**src/rtl/result_broadcaster.sv**
```systemverilog
// Result-bus transmit side: per-FU completion FIFOs, round-robin arbitration with
// an instruction-granular lock, and one-PRN-per-cycle broadcast plus completion pulse.
module result_broadcaster #(
  parameter int NUM_FUS      = 4,
  parameter int INST_ID_BITS = 6,
  parameter int PRN_BITS     = 6,
  parameter int MAX_OPERANDS = 3,
  parameter int FIFO_DEPTH   = 4,
  parameter int DATA_W       = 64
) (
  input  logic                    clk,
  input  logic                    rst,
  input  logic                    fu_valid     [NUM_FUS],
  output logic                    fu_ready     [NUM_FUS],
  input  logic [INST_ID_BITS-1:0] fu_inst_id   [NUM_FUS],
  input  logic                    fu_out_en    [NUM_FUS][MAX_OPERANDS],
  input  logic [PRN_BITS-1:0]     fu_out_prn   [NUM_FUS][MAX_OPERANDS],
  input  logic [DATA_W-1:0]       fu_out_value [NUM_FUS][MAX_OPERANDS],
  output logic                    result_valid,
  output logic [PRN_BITS-1:0]     result_prn,
  output logic [DATA_W-1:0]       result_value,
  output logic                    complete_valid,
  output logic [INST_ID_BITS-1:0] complete_inst_id
);

  localparam int FU_W  = (NUM_FUS > 1) ? $clog2(NUM_FUS) : 1;
  localparam int PTR_W = $clog2(FIFO_DEPTH);
  localparam int CNT_W = PTR_W + 1;
  localparam int SL_W  = (MAX_OPERANDS > 1) ? $clog2(MAX_OPERANDS) : 1;

  logic [INST_ID_BITS-1:0] id_mem   [NUM_FUS][FIFO_DEPTH];
  logic [PRN_BITS-1:0]     prn_mem  [NUM_FUS][FIFO_DEPTH][MAX_OPERANDS];
  logic [DATA_W-1:0]       val_mem  [NUM_FUS][FIFO_DEPTH][MAX_OPERANDS];
  logic [MAX_OPERANDS-1:0] mask_q   [NUM_FUS][FIFO_DEPTH];
  logic [PTR_W-1:0]        wr_ptr_q [NUM_FUS];
  logic [PTR_W-1:0]        rd_ptr_q [NUM_FUS];
  logic [CNT_W-1:0]        count_q  [NUM_FUS];
  logic                    lock_q;
  logic [FU_W-1:0]         lock_fu_q;
  logic [FU_W-1:0]         rr_q;

  logic                    push     [NUM_FUS];
  logic [MAX_OPERANDS-1:0] en_mask  [NUM_FUS];
  logic                    sel_valid;
  logic [FU_W-1:0]         sel_fu;
  logic [FU_W-1:0]         rr_next;
  logic [PTR_W-1:0]        head_ptr;
  logic [MAX_OPERANDS-1:0] head_mask;
  logic [MAX_OPERANDS-1:0] rest_mask;
  logic [SL_W-1:0]         slot;
  logic                    head_has_slot;
  logic                    pop;

  logic                    vld_p0;
  logic [PRN_BITS-1:0]     prn_p0;
  logic [DATA_W-1:0]       value_p0;
  logic                    cmp_vld_p0;
  logic [INST_ID_BITS-1:0] cmp_id_p0;

  always_comb begin
    for (int i = 0; i < NUM_FUS; i++) begin
      fu_ready[i] = !rst && (count_q[i] < CNT_W'(FIFO_DEPTH));
      push[i]     = fu_valid[i] && fu_ready[i];
      en_mask[i]  = '0;
      for (int k = 0; k < MAX_OPERANDS; k++) begin
        en_mask[i][k] = fu_out_en[i][k];
      end
    end
  end

  // Lock keeps a multi-result instruction on the bus; otherwise search from rr with wrap.
  always_comb begin
    sel_valid = 1'b0;
    sel_fu    = '0;
    if (lock_q) begin
      sel_valid = 1'b1;
      sel_fu    = lock_fu_q;
    end else begin
      for (int off = 0; off < NUM_FUS; off++) begin
        if (!sel_valid && count_q[(int'(rr_q) + off) % NUM_FUS] != '0) begin
          sel_valid = 1'b1;
          sel_fu    = FU_W'((int'(rr_q) + off) % NUM_FUS);
        end
      end
    end
  end

  always_comb begin
    head_ptr      = rd_ptr_q[sel_fu];
    head_mask     = mask_q[sel_fu][head_ptr];
    slot          = '0;
    head_has_slot = |head_mask;
    for (int k = MAX_OPERANDS - 1; k >= 0; k--) begin
      if (head_mask[k]) slot = SL_W'(k);
    end
    rest_mask = head_mask;
    if (head_has_slot) rest_mask[slot] = 1'b0;
    pop     = sel_valid && (rest_mask == '0);
    rr_next = (sel_fu == FU_W'(NUM_FUS - 1)) ? '0 : sel_fu + 1'b1;
  end

  // Payload storage carries no reset; occupancy is tracked by the control state.
  always_ff @(posedge clk) begin
    for (int i = 0; i < NUM_FUS; i++) begin
      if (push[i]) begin
        id_mem[i][wr_ptr_q[i]] <= fu_inst_id[i];
        for (int k = 0; k < MAX_OPERANDS; k++) begin
          prn_mem[i][wr_ptr_q[i]][k] <= fu_out_prn[i][k];
          val_mem[i][wr_ptr_q[i]][k] <= fu_out_value[i][k];
        end
      end
    end
  end

  always_ff @(posedge clk) begin
    if (rst) begin
      for (int i = 0; i < NUM_FUS; i++) begin
        wr_ptr_q[i] <= '0;
        rd_ptr_q[i] <= '0;
        count_q[i]  <= '0;
        for (int d = 0; d < FIFO_DEPTH; d++) mask_q[i][d] <= '0;
      end
      lock_q    <= 1'b0;
      lock_fu_q <= '0;
      rr_q      <= '0;
    end else begin
      for (int i = 0; i < NUM_FUS; i++) begin
        if (push[i]) begin
          wr_ptr_q[i]              <= wr_ptr_q[i] + 1'b1;
          mask_q[i][wr_ptr_q[i]]   <= en_mask[i];
        end
        count_q[i] <= count_q[i] + CNT_W'(push[i])
                    - CNT_W'(pop && (sel_fu == FU_W'(i)));
      end
      if (sel_valid) begin
        mask_q[sel_fu][head_ptr] <= rest_mask;
        if (pop) begin
          rd_ptr_q[sel_fu] <= head_ptr + 1'b1;
          lock_q           <= 1'b0;
          rr_q             <= rr_next;
        end else begin
          lock_q    <= 1'b1;
          lock_fu_q <= sel_fu;
        end
      end
    end
  end

  // Stage p0: registered broadcast and completion outputs.
  always_ff @(posedge clk) begin
    if (rst) begin
      vld_p0     <= 1'b0;
      prn_p0     <= '0;
      value_p0   <= '0;
      cmp_vld_p0 <= 1'b0;
      cmp_id_p0  <= '0;
    end else begin
      vld_p0     <= sel_valid && head_has_slot;
      prn_p0     <= (sel_valid && head_has_slot) ? prn_mem[sel_fu][head_ptr][slot] : '0;
      value_p0   <= (sel_valid && head_has_slot) ? val_mem[sel_fu][head_ptr][slot] : '0;
      cmp_vld_p0 <= pop;
      cmp_id_p0  <= pop ? id_mem[sel_fu][head_ptr] : '0;
    end
  end

  assign result_valid     = vld_p0;
  assign result_prn       = prn_p0;
  assign result_value     = value_p0;
  assign complete_valid   = cmp_vld_p0;
  assign complete_inst_id = cmp_id_p0;

endmodule

```
**config.mk**
```make
export PLATFORM = sky130hd
export DESIGN_NAME = result_broadcaster
export DESIGN_NICKNAME = d
export VERILOG_FILES = /design/src/rtl/result_broadcaster.sv
export SDC_FILE = /design/constraint.sdc
export NUM_CORES = 2
export LEC_CHECK = 0
export CORE_UTILIZATION = 45
export DETAILED_ROUTE_END_ITERATION = 10
export DONT_BUFFER_PORTS = 1
export GPL_TIMING_DRIVEN = 0
export SLEW_MARGIN = 0
export SYNTH_ARGS = -nofsm -noshare
export SYNTH_HDL_FRONTEND = slang
export SYNTH_SLANG_ARGS = --single-unit
```
**constraint.sdc**
```tcl
create_clock -name clk -period 14.2 [get_ports clk]
set_input_delay 1.42 -clock clk [delete_from_list [all_inputs] [get_ports clk]]
set_output_delay 1.42 -clock clk [all_outputs]
set_load 0.02 [all_outputs]
```
---- After elaboration in Yosys (flattened, before gate mapping) ----
Memory sizes are Yosys's and may differ from the RTL's. A register that Yosys moved wholly into a read port is not among the register bits.
Cells that the tools add are included.
cells by class
  $add $sub $neg .......................... 17
  magnitude comparators ................... 17
  eq/ne operators ......................... 3
  muxes and demuxes ....................... 6940
  bitwise logic cells ..................... 6786
  reduce and logical (&&, ||, !) cells .... 39
operator list
  operator                                                  number
  768-bit two-way mux                                       12
  1-bit two-way mux                                         6800
  1-bit bitwise OR                                          6776
  192-bit demux with 2-bit select                           12
  192-bit two-way mux                                       6
  72-bit two-way mux                                        12
  128-bit two-way mux                                       4
  18-bit demux with 2-bit select                            12
  192-bit binary-select mux with 2-bit select               1
  64-bit two-way mux                                        6
  64-bit binary-select mux with 2-bit select                1
  12-bit two-way mux                                        9
  18-bit two-way mux                                        6
  24-bit two-way mux                                        4
  6-bit two-way mux                                         12
  6-bit demux with 2-bit select                             4
  18-bit binary-select mux with 2-bit select                1
  3-bit two-way mux                                         12
  2-bit two-way mux                                         17
  3-bit demux with 2-bit select                             5
  6-bit binary-select mux with 2-bit select                 2
  1-bit logical AND                                         23
  3-bit greater-or-equal comparator, second input constant  6
  2-bit NOT with 3-bit output                               6
  other kinds (22)                                          53
storage, ports and cells
  register bits ........................... 83
  memory bits (writable) .................. 3532
  input bits .............................. 882
  output and inout port bits .............. 82
  memories ................................ 7
memory list
  memory       depth  width  rd ports  clocked after Yosys merged registers in  write ports  RTL line  source
  val_mem      4      768    1         0                                        4            33        logic [DATA_W-1:0] val_mem [NUM_FUS][FIFO_DEPTH][MAX_OPERANDS];
  prn_mem      4      72     1         0                                        4            32        logic [PRN_BITS-1:0] prn_mem [NUM_FUS][FIFO_DEPTH][MAX_OPERANDS];
  id_mem       4      24     1         0                                        4            31        logic [INST_ID_BITS-1:0] id_mem [NUM_FUS][FIFO_DEPTH];
  mask_q       4      12     1         0                                        5            34        logic [MAX_OPERANDS-1:0] mask_q [NUM_FUS][FIFO_DEPTH];
  count_q      4      3      8         1                                        4            37        logic [CNT_W-1:0] count_q [NUM_FUS];
  rd_ptr_q     4      2      1         0                                        4            36        logic [PTR_W-1:0] rd_ptr_q [NUM_FUS];
  +1 memories  --     --     --        --                                       --           --

---- Depth between registers and ports, before layout ----
An unclocked memory read counts as a cell.
  word-level depth ........................ 38
  depth in mapped cells ................... 24
  gate-level depth less buffers ........... 21

---- Least setup slack after synthesis ----
No wires, ideal clock.
  kind .................................... in2reg
  start point ............................. input rst
  end point ............................... memory mask_q[0][0] in the netlist's numbering (data pin)
  setup time .............................. 182 ps
  arrival time ............................ 8887 ps
  data required time ...................... 14018 ps
  slack ................................... 5132 ps
  stages .................................. 5
  buffers on the path ..................... 2
  path through ............................ clkbuf_1 nor2_1 and3_1 clkbuf_1 and3_1
RTL lines
  item             RTL line  source
  start, declared  12        input logic rst,
  end, declared    34

==> key figures <==
Floorplanning
  • Rows: 208
  • Die Width: 570 um
  • Placeable core area: 321000 um^2
  • DIE HEIGHT: approximately 570 um
  • I/O pin total: 964
  • Starting density of the core: 0.452
  • Die area: 325000 um^2

Status
  • Status: finished, final reports clean

Global routing
  • Total Routing Usage GR: 0.313
  • First-pass GRT wire length: roughly 700000 um
  • Largest net degree at the start of global routing: 49
  • Number of global-route vias before repair: ~80000
  • GRT Residual Overflow: 0
  • Initial antenna violation count: 108

Setup path
  • CP arrival: 8.90 ns
  • Startpoint Class: register
  • CP Capture Type: register
  • Largest delay contributor family on the critical path: buffers and inverters
  • Slowest-stage cell, CP: buf_1
  • Worst-path fanout max: 10
  • Cell breakdown of the critical path: or3_1 > mux4_2 > a211oi_1 > o21a_1 > a221oi_4 > inv_2 > and3_1 > buf_2 > nor2_8 > inv_2 > buf_2 > buf_4 > buf_1 > mux2i_1 > mux2i_1 > a211oi_1
  • Worst Path Required: 14.98 ns
  • CP Class: reg -> reg
  • Max incr delay on CP: 0.93 ns
  • Reg2reg setup slack: 6.08 ns
  • WP buf/inv: 6

Clock tree
  • Post-CTS Setup Bufs: 0
  • Clock slew at reported path FFs: 0.06 ns
  • CTS root buf: clkbuf_16
  • Post-CTS sizing: 0
  • TritonCTS Buffers: 379
  • CTS tree: done
  • Clock Latency Late Sink: 0.97 ns
  • CTS sink count: 3617
  • H-tree depth: 5
  • Hold_buf cts: 0
  • CTS Buffer Depth: 4

Yosys
  • Synth Instances: 7976
  • Synth top area cells: edfxtp_1 (73%), mux2i_1 (16%), a211oi_1 (1.8%)
  • Yosys top cell area share: 0.728
  • Syn Area/Cell: 18.2 um^2
  • Synth Cell Area: 145000 um^2
  • Asr flop ratio synth: 0
  • Sequential-to-total area share from yosys stat: 0.742
  • Compound-gate portion of the synthesized area: 0.0387
  • Unique masters post-synth: 64
  • Cell taking the most area after synthesis: edfxtp_1
  • Largest family of logic cells by synthesized area: multiplexers
  • Post-Synth Adder-Cell Area: 0.00331
  • Mux contribution to synthesized area: 0.184
  • Simple-gate share of the synthesized area: 0.0161
  • Yosys warnings: 0
  • Post-synth top flop: edfxtp_1
  • Syn nets: 8894
  • Post-synthesis register bit count: 3617
  • EDFF count, synth: 3520
  • XOR/XNOR share of the synthesized area: 0.000483

STA
  • Period Utilization, post-route: 0.572
  • Slack of the critical path: 6.08 ns
  • Tmin final: 8.12 ns
  • RSZ-0062 raised after global routing: no
  • Worst Tran Pin Value: 1.48 ns
  • Clock Skew: 0.0488 ns
  • Relative slew slack: 0.0133
  • Setup violations, final: 0
  • Final hold vios: 0
  • Fmax: 123 MHz
  • Final Slew Violations: 0

Route
  • Mean number of vias per cell: 6.07
  • Via Count: 80500
  • Detail Route Antenna Nets: 0
  • Pre-antenna DRT Iters: 6
  • DRT iter0 DRCs: 9314
  • DRC: 0
  • WL final: 522000 um
  • Post-DR wirelength/cell: 39.4 um

Placed design
  • Gp weighted congestion: 0.881
  • Placement Setup Slack: 6.02 ns
  • # port buffers: 0
  • Detail Placement HPWL: about 360000 um

Cells and area
  • Nets: between 9000 and 10000
  • Area grow syn2layout: 14.4%
  • Fill cell count: 25700
  • Fraction of layout instances using a drive strength above 1: 0.135

Min path
  • Hold WC Path Type: in -> reg

Run
  • Max Cap Viol: 0
-- stage by stage --
step | hold WS, ns | TNS [ns] | utilization | cells | cell area (um^2)
floorplan | 0.522 | 0 | - | 7976 | 145000
global placement | 0.563 | -8112.63 | 0.469 | 12300 | 151000
detailed placement | 0.583 | 0 | 0.478 | 12400 | 153000
CTS | 0.461 | 0 | 0.516 | 13100 | 166000
global route | 0.494 | 0 | 0.517 | 13200 | 166000
finish | 0.533 | 0 | 0.518 | 13300 | 166000
-- cell families after synthesis --
| logic type | after synthesis |
|---|---|
| AOI/OAI and AO/OA | 785 |
| adders and majority gates | 36 |
| DFF | 3617 |
| muxes | 2596 |
| xor gates and xnor gates | 8 |
| buffers and inverters | 529 |
| and+or+nand+nor | 405 |
-- path summary, 6_finish.rpt --
path,from,endpoint,cells after the start
setup reg to reg,count_q[2][2],result_value[56],16
hold reg to reg,lock_fu_q[1],lock_fu_q[1],2
setup / recovery,count_q[2][2],result_value[56],16
hold / removal,fu_out_value[158],val_mem[3][542],0
-- cells in the mapped netlist, drive strengths merged (10+ instances only) --
cell type / n
o21ai: 155
a221o: 70
nor2: 29
mux4: 33
o211ai: 10
mux2: 220
nand2: 22
ha: 32
mux2i: 2343
dfxtp: 97
edfxtp: 3520
a21oi: 12
nand3: 104
inv: 36
and3: 103
o22ai: 71
a211oi: 355
a211o: 16
buf: 246
clkbuf: 247
and2: 19
nor2b: 95
a31oi: 71
-- worst reg2reg max path: stages (launching register included) --
cell      delay [ns]
dfxtp_1         0.35
or3_1           0.48
mux4_2          0.60
a211oi_1        0.25
o21a_1          0.19
a221oi_4        0.14
inv_2           0.28
and3_1          0.20
buf_2           0.53
nor2_8          0.25
inv_2           0.43
buf_2           0.87
buf_4           0.57
buf_1           0.96
mux2i_1         0.54
mux2i_1         0.45
a211oi_1        0.86
-- flip-flops by register name, indices dropped and copies added (netlist names), named ones only --
register / flops
val_mem: 3072
wr_ptr_q: 8
prn_mem: 288
complete_valid: 1
mask_q: 48
result_value: 64
result_prn: 6
rr_q: 2
complete_inst_id: 6
lock_q: 1
id_mem: 96
count_q: 12
result_valid: 1
rd_ptr_q: 8
lock_fu_q: 2
-- cell type report --
cell class | count | area, um^2 | area share
repair buffers | 103 | 2660 | 0.0160
multi-input cells | 3830 | 35300 | 0.212
flip-flops and latches | 3617 | 108000 | 0.648
inverters | 36 | 135 | 0.000813
plain buffers | 493 | 2220 | 0.0134
clock inverters | 238 | 2460 | 0.0148
diodes | 175 | 438 | 0.00264
clock buffers | 457 | 9910 | 0.0597
well taps | 4305 | 5390 | 0.0324
-- metal layers --
| layer | routed length, um | vias up | share of wire | global-route usage |
|---|---|---|---|---|
| li1 | - | 33200 | - | - |
| met1 | 192000 | 41700 | 0.37 | 0.381 |
| met2 | 236000 | 4692 | 0.45 | 0.483 |
| met3 | 65100 | 913 | 0.12 | 0.124 |
| met4 | 28700 | 40 | 0.055 | 0.162 |
| met5 | 296 | - | 0.00057 | 0 |
-- layout by cell type, fill, tap and decap left out, drive strengths merged, types with 22 or more instances in the layout --
| cell type | Yosys | routed |
|---|---|---|
| nand2 | 22 | 22 |
| mux4 | 33 | 33 |
| mux2 | 220 | 220 |
| ha | 32 | 32 |
| and3 | 103 | 103 |
| diode | 0 | 175 |
| clkinv | 0 | 165 |
| mux2i | 2343 | 2343 |
| bufinv | 0 | 39 |
| edfxtp | 3520 | 3520 |
| nand3 | 104 | 104 |
| o21ai | 155 | 155 |
| buf | 246 | 349 |
| o22ai | 71 | 71 |
| nor2 | 29 | 29 |
| nor2b | 95 | 95 |
| a211oi | 355 | 355 |
| clkbuf | 247 | 704 |
| inv | 36 | 49 |
| dfxtp | 97 | 97 |
| a221o | 70 | 70 |
| a31oi | 71 | 71 |
Power is left out: the tool's default activity adds up to more than one toggle a clock period on the data nets, which glitch-free logic cannot reach.
